## src/rtl/elastic_mem_arbiter_if.sv

```systemverilog
// Request, memory and response channels shared between the two requesters,
// the arbiter and the memory model.
interface elastic_mem_arbiter_if #(
  parameter int unsigned WIDTH = 8
);
  logic             V0, V1, S0, S1;
  logic [WIDTH-1:0] adr0, adr1, wd0, wd1;
  logic             we0, we1;
  logic             VMem, SMem, memread, memwrite;
  logic [WIDTH-1:0] memadr, memwd;
  logic             VRsp, SRsp;
  logic [WIDTH-1:0] rspdata;
  logic             VR0, VR1, SR0, SR1;
  logic [WIDTH-1:0] rdata0, rdata1;

  // Environment side: requesters, memory model and response consumers
  modport master (
    output V0, V1, adr0, adr1, we0, we1, wd0, wd1, SMem, VRsp, rspdata, SR0, SR1,
    input  S0, S1, VMem, memadr, memwd, memread, memwrite, SRsp, VR0, VR1,
           rdata0, rdata1
  );

  // Arbiter side
  modport slave (
    input  V0, V1, adr0, adr1, we0, we1, wd0, wd1, SMem, VRsp, rspdata, SR0, SR1,
    output S0, S1, VMem, memadr, memwd, memread, memwrite, SRsp, VR0, VR1,
           rdata0, rdata1
  );
endinterface

```

## src/rtl/elastic_mem_arbiter.sv

```systemverilog
// Round-robin arbiter sharing one elastic memory port between instruction
// fetch (port 0) and load/store (port 1), with an in-order tag FIFO that
// steers each read response back to its issuer.
module elastic_mem_arbiter #(
  parameter int unsigned WIDTH   = 8,
  parameter int unsigned DEPTH   = 2,
  parameter int unsigned PTRBITS = $clog2(DEPTH)
) (
  input  logic               clk,
  input  logic               reset,
  elastic_mem_arbiter_if.slave bus,
  output logic [PTRBITS:0]   outstanding,
  output logic               err
);

  typedef enum logic {ST_FREE, ST_LOCKED} lock_state_t;

  lock_state_t        state, state_nx;
  logic               gnt, gnt_nx;
  logic               last, last_nx;
  logic [DEPTH-1:0]   tags;
  logic [PTRBITS-1:0] wr_ptr, rd_ptr;
  logic [PTRBITS:0]   count, count_nx;
  logic               err_nx;

  logic               sel, v_sel, we_sel, full, empty, xfer, push, pop, head;
  logic [WIDTH-1:0]   adr_sel, wd_sel;

  // Grant selection, issue handshake and response routing
  always_comb begin
    sel      = ~last;
    state_nx = state;
    gnt_nx   = gnt;
    last_nx  = last;
    err_nx   = err;

    full  = (count == (PTRBITS+1)'(DEPTH));
    empty = (count == '0);

    if (state == ST_LOCKED)        sel = gnt;
    else if (bus.V0 && !bus.V1)    sel = 1'b0;
    else if (bus.V1 && !bus.V0)    sel = 1'b1;

    v_sel   = sel ? bus.V1   : bus.V0;
    we_sel  = sel ? bus.we1  : bus.we0;
    adr_sel = sel ? bus.adr1 : bus.adr0;
    wd_sel  = sel ? bus.wd1  : bus.wd0;

    bus.VMem     = v_sel & ~(~we_sel & full);
    bus.memadr   = adr_sel;
    bus.memwd    = wd_sel;
    bus.memread  = bus.VMem & ~we_sel;
    bus.memwrite = bus.VMem & we_sel;

    xfer   = bus.VMem & ~bus.SMem;
    bus.S0 = sel ? bus.V0 : (bus.V0 & ~xfer);
    bus.S1 = sel ? (bus.V1 & ~xfer) : bus.V1;

    // Grant is held across a memory stall and released on transfer
    if (bus.VMem && bus.SMem) begin
      state_nx = ST_LOCKED;
      gnt_nx   = sel;
    end else if (xfer) begin
      state_nx = ST_FREE;
      last_nx  = sel;
    end

    head       = tags[rd_ptr];
    bus.VR0    = ~empty & bus.VRsp & ~head;
    bus.VR1    = ~empty & bus.VRsp & head;
    bus.SRsp   = ~empty & bus.VRsp & (head ? bus.SR1 : bus.SR0);
    bus.rdata0 = bus.rspdata;
    bus.rdata1 = bus.rspdata;

    // A response with nothing outstanding is dropped and flagged
    if (empty && bus.VRsp) err_nx = 1'b1;

    push     = xfer & ~we_sel & ~full;
    pop      = ~empty & bus.VRsp & ~bus.SRsp;
    count_nx = count + (PTRBITS+1)'(push) - (PTRBITS+1)'(pop);
  end

  // State register, tag FIFO and sticky error
  always_ff @(posedge clk) begin
    if (reset) begin
      state  <= ST_FREE;
      gnt    <= 1'b0;
      last   <= 1'b1;
      tags   <= '0;
      wr_ptr <= '0;
      rd_ptr <= '0;
      count  <= '0;
      err    <= 1'b0;
    end else begin
      state <= state_nx;
      gnt   <= gnt_nx;
      last  <= last_nx;
      count <= count_nx;
      err   <= err_nx;
      if (push) begin
        tags[wr_ptr] <= sel;
        wr_ptr       <= wr_ptr + PTRBITS'(1);
      end
      if (pop) rd_ptr <= rd_ptr + PTRBITS'(1);
    end
  end

  assign outstanding = count;

endmodule

```

## src/flat_wrapper.sv

```systemverilog
// flat-port wrapper written by rule: the top's interface ports become plain ports
module elastic_mem_arbiter_flat 
#(
  parameter int unsigned WIDTH   = 8,
  parameter int unsigned DEPTH   = 2,
  parameter int unsigned PTRBITS = $clog2(DEPTH)
)
  (clk, reset, outstanding, err, bus_V0, bus_V1, bus_adr0, bus_adr1, bus_we0, bus_we1, bus_wd0, bus_wd1, bus_SMem, bus_VRsp, bus_rspdata, bus_SR0, bus_SR1, bus_S0, bus_S1, bus_VMem, bus_memadr, bus_memwd, bus_memread, bus_memwrite, bus_SRsp, bus_VR0, bus_VR1, bus_rdata0, bus_rdata1);
  elastic_mem_arbiter_if #(.WIDTH(WIDTH)) bus_i ();
  input  logic clk;
  input  logic reset;
  output logic [PTRBITS:0] outstanding;
  output logic err;
  input wire logic [$bits(bus_i.V0)-1:0] bus_V0;
  input wire logic [$bits(bus_i.V1)-1:0] bus_V1;
  input wire logic [$bits(bus_i.adr0)-1:0] bus_adr0;
  input wire logic [$bits(bus_i.adr1)-1:0] bus_adr1;
  input wire logic [$bits(bus_i.we0)-1:0] bus_we0;
  input wire logic [$bits(bus_i.we1)-1:0] bus_we1;
  input wire logic [$bits(bus_i.wd0)-1:0] bus_wd0;
  input wire logic [$bits(bus_i.wd1)-1:0] bus_wd1;
  input wire logic [$bits(bus_i.SMem)-1:0] bus_SMem;
  input wire logic [$bits(bus_i.VRsp)-1:0] bus_VRsp;
  input wire logic [$bits(bus_i.rspdata)-1:0] bus_rspdata;
  input wire logic [$bits(bus_i.SR0)-1:0] bus_SR0;
  input wire logic [$bits(bus_i.SR1)-1:0] bus_SR1;
  output wire logic [$bits(bus_i.S0)-1:0] bus_S0;
  output wire logic [$bits(bus_i.S1)-1:0] bus_S1;
  output wire logic [$bits(bus_i.VMem)-1:0] bus_VMem;
  output wire logic [$bits(bus_i.memadr)-1:0] bus_memadr;
  output wire logic [$bits(bus_i.memwd)-1:0] bus_memwd;
  output wire logic [$bits(bus_i.memread)-1:0] bus_memread;
  output wire logic [$bits(bus_i.memwrite)-1:0] bus_memwrite;
  output wire logic [$bits(bus_i.SRsp)-1:0] bus_SRsp;
  output wire logic [$bits(bus_i.VR0)-1:0] bus_VR0;
  output wire logic [$bits(bus_i.VR1)-1:0] bus_VR1;
  output wire logic [$bits(bus_i.rdata0)-1:0] bus_rdata0;
  output wire logic [$bits(bus_i.rdata1)-1:0] bus_rdata1;
  assign bus_i.V0 = bus_V0;
  assign bus_i.V1 = bus_V1;
  assign bus_i.adr0 = bus_adr0;
  assign bus_i.adr1 = bus_adr1;
  assign bus_i.we0 = bus_we0;
  assign bus_i.we1 = bus_we1;
  assign bus_i.wd0 = bus_wd0;
  assign bus_i.wd1 = bus_wd1;
  assign bus_i.SMem = bus_SMem;
  assign bus_i.VRsp = bus_VRsp;
  assign bus_i.rspdata = bus_rspdata;
  assign bus_i.SR0 = bus_SR0;
  assign bus_i.SR1 = bus_SR1;
  assign bus_S0 = bus_i.S0;
  assign bus_S1 = bus_i.S1;
  assign bus_VMem = bus_i.VMem;
  assign bus_memadr = bus_i.memadr;
  assign bus_memwd = bus_i.memwd;
  assign bus_memread = bus_i.memread;
  assign bus_memwrite = bus_i.memwrite;
  assign bus_SRsp = bus_i.SRsp;
  assign bus_VR0 = bus_i.VR0;
  assign bus_VR1 = bus_i.VR1;
  assign bus_rdata0 = bus_i.rdata0;
  assign bus_rdata1 = bus_i.rdata1;
  elastic_mem_arbiter #(.WIDTH(WIDTH), .DEPTH(DEPTH), .PTRBITS(PTRBITS)) u_core (.clk(clk), .reset(reset), .bus(bus_i), .outstanding(outstanding), .err(err));
endmodule
```

## config.mk

```make
export PLATFORM = sky130hd
export DESIGN_NAME = elastic_mem_arbiter_flat
export DESIGN_NICKNAME = d
export VERILOG_FILES = /design/src/rtl/elastic_mem_arbiter_if.sv /design/src/rtl/elastic_mem_arbiter.sv /design/src/flat_wrapper.sv
export SDC_FILE = /design/constraint.sdc
export NUM_CORES = 1
export LEC_CHECK = 0
export BUFFER_PORTS_ARGS = -buffer_cell sky130_fd_sc_hd__buf_2
export CORE_ASPECT_RATIO = 2
export CORE_MARGIN = 2
export CORE_UTILIZATION = 30
export DETAILED_ROUTE_END_ITERATION = 7
export PLACE_DENSITY = 0.69
export RECOVER_POWER = 50
export SKIP_LAST_GASP = 1
export SLEW_MARGIN = 30
export SYNTH_ARGS = -nofsm -noshare
export SYNTH_HDL_FRONTEND = slang
export SYNTH_SLANG_ARGS = --single-unit
```

## constraint.sdc

```tcl
create_clock -name clk -period 2.4 [get_ports clk]
set_clock_uncertainty 0.2 [all_clocks]
set_input_delay 0.24 -clock clk [delete_from_list [all_inputs] [get_ports clk]]
set_output_delay 0.24 -clock clk [all_outputs]
set_load 0.02 [all_outputs]
```

Word-level counts from Yosys, hierarchy flattened
Cells that the tools add are included.
- flip-flop bits (word level): 10
- word-level logic and storage cells: 67
- eq/ne operators: 1
- $add $sub $neg: 4
- muxes and demuxes: 17
- $lt $le $gt $ge: 3
- bitwise operators: 24
- reductions and logical operators: 10
- operators by type and width (kind ; count):
    two-way mux 8 bit ; 2
    AND 1 bit ; 14
    two-way mux 1 bit ; 13
    inverter 1 bit ; 10
    logical AND 1 bit ; 5
    less-than comparator 1 x 2 -> 1 bit, second input constant ; 2
    adder 1 bit, second input constant ; 2
    adder 2 x 1 -> 2 bit ; 1
    bitwise mux 2 bit ; 1
    equality test 2 bit, second input constant ; 1
    logical NOT 1 bit ; 2
    logical NOT 2 bit ; 1
    AND reduction 2 bit ; 1
    nonzero test 2 bit ; 1
    subtractor 2 x 1 -> 2 bit ; 1
    demux 1 bit (select 1 bit) ; 1
    greater-or-equal comparator 1 bit, second input constant ; 1

Depth between registers and ports, before layout
- word-level depth: 15
- depth in mapped cells: 7
- depth with buffers taken out: 7

Worst setup path after synthesis
No wires, ideal clock.
- path type: register -> register
- from: reg u_core.rd_ptr
- to: reg u_core.count[1] (netlist: u_core.outstanding[1])
- clock period less this slack: 2.074 ns
- arrival time: 1.747 ns
- setup time: 0.127 ns
- cell stages (with the launch flop): 8
- data required time: 2.073 ns
- setup slack: 0.326 ns
- path through: dfxtp_1 -> mux2i_1 -> mux2i_1 -> nor2b_1 -> ha_1 -> a2111oi_4 -> xnor2_1 -> nor2_1
- longest elaborated chain between the ends: 7
- ends and longest elaborated chain (what ; RTL line ; text):
    start, declared ; elastic_mem_arbiter.sv:22 ; logic [PTRBITS-1:0] wr_ptr, rd_ptr;
    start signal, assigned ; elastic_mem_arbiter.sv:104 ; if (pop) rd_ptr <= rd_ptr + PTRBITS'(1);
    two-way mux 1 bit (implied by the code) (2 in a row) ; elastic_mem_arbiter.sv:68 ; head = tags[rd_ptr];
    two-way mux 1 bit ; elastic_mem_arbiter.sv:71 ; bus.SRsp = ~empty & bus.VRsp & (head ? bus.SR1 : bus.SR0);
    AND 1 bit ; elastic_mem_arbiter.sv:71 ;
    inverter 1 bit ; elastic_mem_arbiter.sv:79 ; pop = ~empty & bus.VRsp & ~bus.SRsp;
    AND 1 bit ; elastic_mem_arbiter.sv:79 ;
    via u_core.pop ; elastic_mem_arbiter.sv:26 ; logic sel, v_sel, we_sel, full, empty, xfer, push, pop, head;
    subtractor 2 x 1 -> 2 bit ; elastic_mem_arbiter.sv:80 ; count_nx = count + (PTRBITS+1)'(push) - (PTRBITS+1)'(pop);
    end signal, assigned ; elastic_mem_arbiter.sv:98 ; count <= count_nx;
    end, declared ; elastic_mem_arbiter.sv:23 ; logic [PTRBITS:0] count, count_nx;
The timed path passes the listed nets, and every way through them passes these cells. The select of a mux whose other input is x is not followed.
A chain may end at the register's enable or synchronous reset.

Final worst setup path
Same ends and word-level chain as after synthesis.

==> flow_summary_export.csv <==
group,metric,value,unit
run_status,status,"complete, no violations",
cts,numCtsBuffers,3,
synth,synth-xor-area-share,2.82,%
critical_path,path_cells,"mux2i_2 -> mux2i_1 -> nor2b_1 -> ha_1 -> a2111oi_4 -> xnor2_1 -> nor2_1",
cts,clk_path_buf_depth,2,
route,ant_nets,0,
critical_path,crit_type,"flop to flop",
synth,ys_types,28,
critical_path,worstPathRequired,2320,ps
synth,synthSimpleGateAreaFrac,32.5,%
cts,cts_sinks,10,
cts,cts_hold_buf,0,
critical_path,critPathSlowestCell,"dfxtp_1",
cts,clk_pin_slew,50,ps
synth,synth_cells,140,
timing,fmax,444,MHz
flow_run,drv_cap,0,
synth,yosysSeqAreaShare,21.5,%
power_and_ir_drop,power_density,682,nW/um2
finish,nFillCells,331,
die,core_area,2940,um2
grt,grt_use_total,13.8,%
timing,slew_viol_final,0,
route,via_per_inst,4.77,
synth,synth_mux_area_share,7.53,%
grt,grt_max_degree,20,
finish,final_cell_mix,"buf_2, nand2_1, nor2_1",
placed_design,gp_congestion,0.716,
finish,final_common_cell,"buf_2",
synth,ys.flop_type,"dfxtp_1",
timing,final-hold-violation-count,0,
critical_path,worstSetupStartpointType,"flop",
route,drtIter0Drc,11,
synth,yosysWarnings,0,
critical_path,end_kind,"flop",
synth,synthArstFlopShare,0,%
critical_path,path_max_fanout,3,
grt,grt.overflow.total,0,
synth,yosys.area_share.adder,1.34,%
critical_path,crit_arrival,2170,ps
timing,min_period,2250,ps
finish,drive_gt1_share,37.0,%
finish,nets,244,
critical_path,r2r_slack,150,ps
route,wl_per_cell,10.8,um
route,routed_wl,2400,um
synth,syn_nets,191,
grt,antenna_found_initial,0,
die,dieWidth,43.4,um
grt,grt_pass1_vias,963,
hold_path,hp-class,"input pin to flop",
power_and_ir_drop,leakage,0.684,nW
die,die-area,3590,um2
cts,cts_tree,"built",
critical_path,cp_slowest_stage_delay,370,ps
synth,synth-compound-area-share,17.7,%
synth,postSynthAreaPerCell,6.65,um2
finish,n_antenna_cell,0,
timing,maxSlewHeadroom,61.1,%
finish,post-route-util,41.9,%
timing,tns,0,ps
placed_design,io_buffer_count,68,
synth,synth_top_family_by_area,"simple AND/OR/NAND/NOR gates",
timing,tightest_slew,583,ps
timing,rsz0062_at_grt,"no",
placed_design,dp_hpwl,1990,um
cts,root_buffer,"clkbuf_8",
timing,finalCritPeriodShare,93.9,%
power_and_ir_drop,vdd_ir_drop_max,0.545,mV
synth,ys_ff_latch,10,
die,row_count,28,
finish,syn2layout_area_growth,32.5,%
cts,cts-htree-levels,1,
synth,synth_edf_count,0,
route,dr.pass1.iters,2,
route,vias,1058,
cts,clock_latency,230,ps
timing,finalSetupViolCount,0,
route,post-route-drc-count,0,
grt,grt_pass1_wl,3840,um
die,start_util,31.6,%
die,io_pins,93,
synth,syn_area,931,um2
die,dieHeight,82.8,um
-- worst max-delay path: cells and delay by family (launching register included) --
family	cells	cell delay [ps]
xor+xnor	1	160
compound gates	1	250
mux	2	540
simple gates	2	310
flops	1	370
fa+ha+maj	1	310
-- synthesized netlist by cell type, types with 2 or more instances --
cell      number  share of area, %
a21oi_1        3               1.6
nand2_1       49                20
dfxtp_1       10                22
inv_1          4               1.6
nor3_1         3               1.6
o21ai_1        2               1.1
nor2b_1        4               2.7
o21a_1         4               3.2
a21o_1         2               1.6
buf_4         16                13
nand2b_1       4               2.7
nor2_1        11               4.4
clkbuf_1       4               1.6
o21ai_0        3               1.6
xnor2_1        2               1.9
mux2i_1        7               7.5
-- per-layer routing --
layer  vias up  track usage, %  wire, um
li1        540               -         -
met1       445            12.5       823
met2        67            26.7      1190
met3         6            3.68       356
met4         0            7.58        36
met5         -               0         0
-- power breakdown --
group	internal [mW]	switching, mW	total (mW)
sequential	0.188	0.0215	0.209
clock	0.144	0.0624	0.206
combinational	0.160	0.266	0.426
total	0.491	0.350	0.842
-- kinds of logic after synthesis --
group	after synthesis
AND/OR/NAND/NOR	73
buffers and inverters	25
AO/OA/AOI/OAI	21
flip-flops	10
multiplexers	7
adder cells (fa/ha/maj)	1
XOR/XNOR	3
-- through the flow --
step | cell area (um2) | std cells | total power [mW] | hold WS [ps] | setup WS (ps)
finish | 1230 | 222 | 0.842 | 57.7 | 146
global route | 1230 | 222 | 0.901 | 62.7 | 6.86
CTS | 1230 | 222 | 0.854 | 51.8 | 26.8
detailed placement | 1180 | 218 | 0.642 | 262 | 142
global placement | 1180 | 218 | 0.638 | 247 | 253
floorplan | 931 | 140 | 0.540 | 181 | 326
-- path summary, 6_finish.rpt --
check,cells after the start,from,end
worst min-delay path,3,bus_VRsp,u_core.err
worst min register to register,2,u_core.err,u_core.err
worst max-delay path,7,u_core.rd_ptr,u_core.outstanding[1]
worst max register to register,7,u_core.rd_ptr,u_core.outstanding[1]
-- cell type report --
type	count	area (um2)	share of cell area, %
clock buffers	4	55.1	4.46
inverters	4	15.0	1.22
multi-input cells	105	584	47.4
flip-flops and latches	10	200	16.2
well taps	30	37.5	3.04
repair buffers	69	342	27.7
-- sequential cells by signal, summed over array words and instances, names as in the netlist --
| signal | flops |
|---|---|
| u_core.outstanding | 2 |
| u_core.err | 1 |
| u_core.rd_ptr | 1 |
| u_core.state | 1 |
| u_core.wr_ptr | 1 |
| u_core.last | 1 |
| u_core.gnt | 1 |
| u_core.tags | 2 |
-- timing repair --
| item | CTS | global route |
|---|---|---|
| setup buffers | 0 | 0 |
| setup endpoints to repair | 0 | 4 |
| resized for setup | 0 | 3 |
Note: power is estimated with default switching activity, not from simulation.
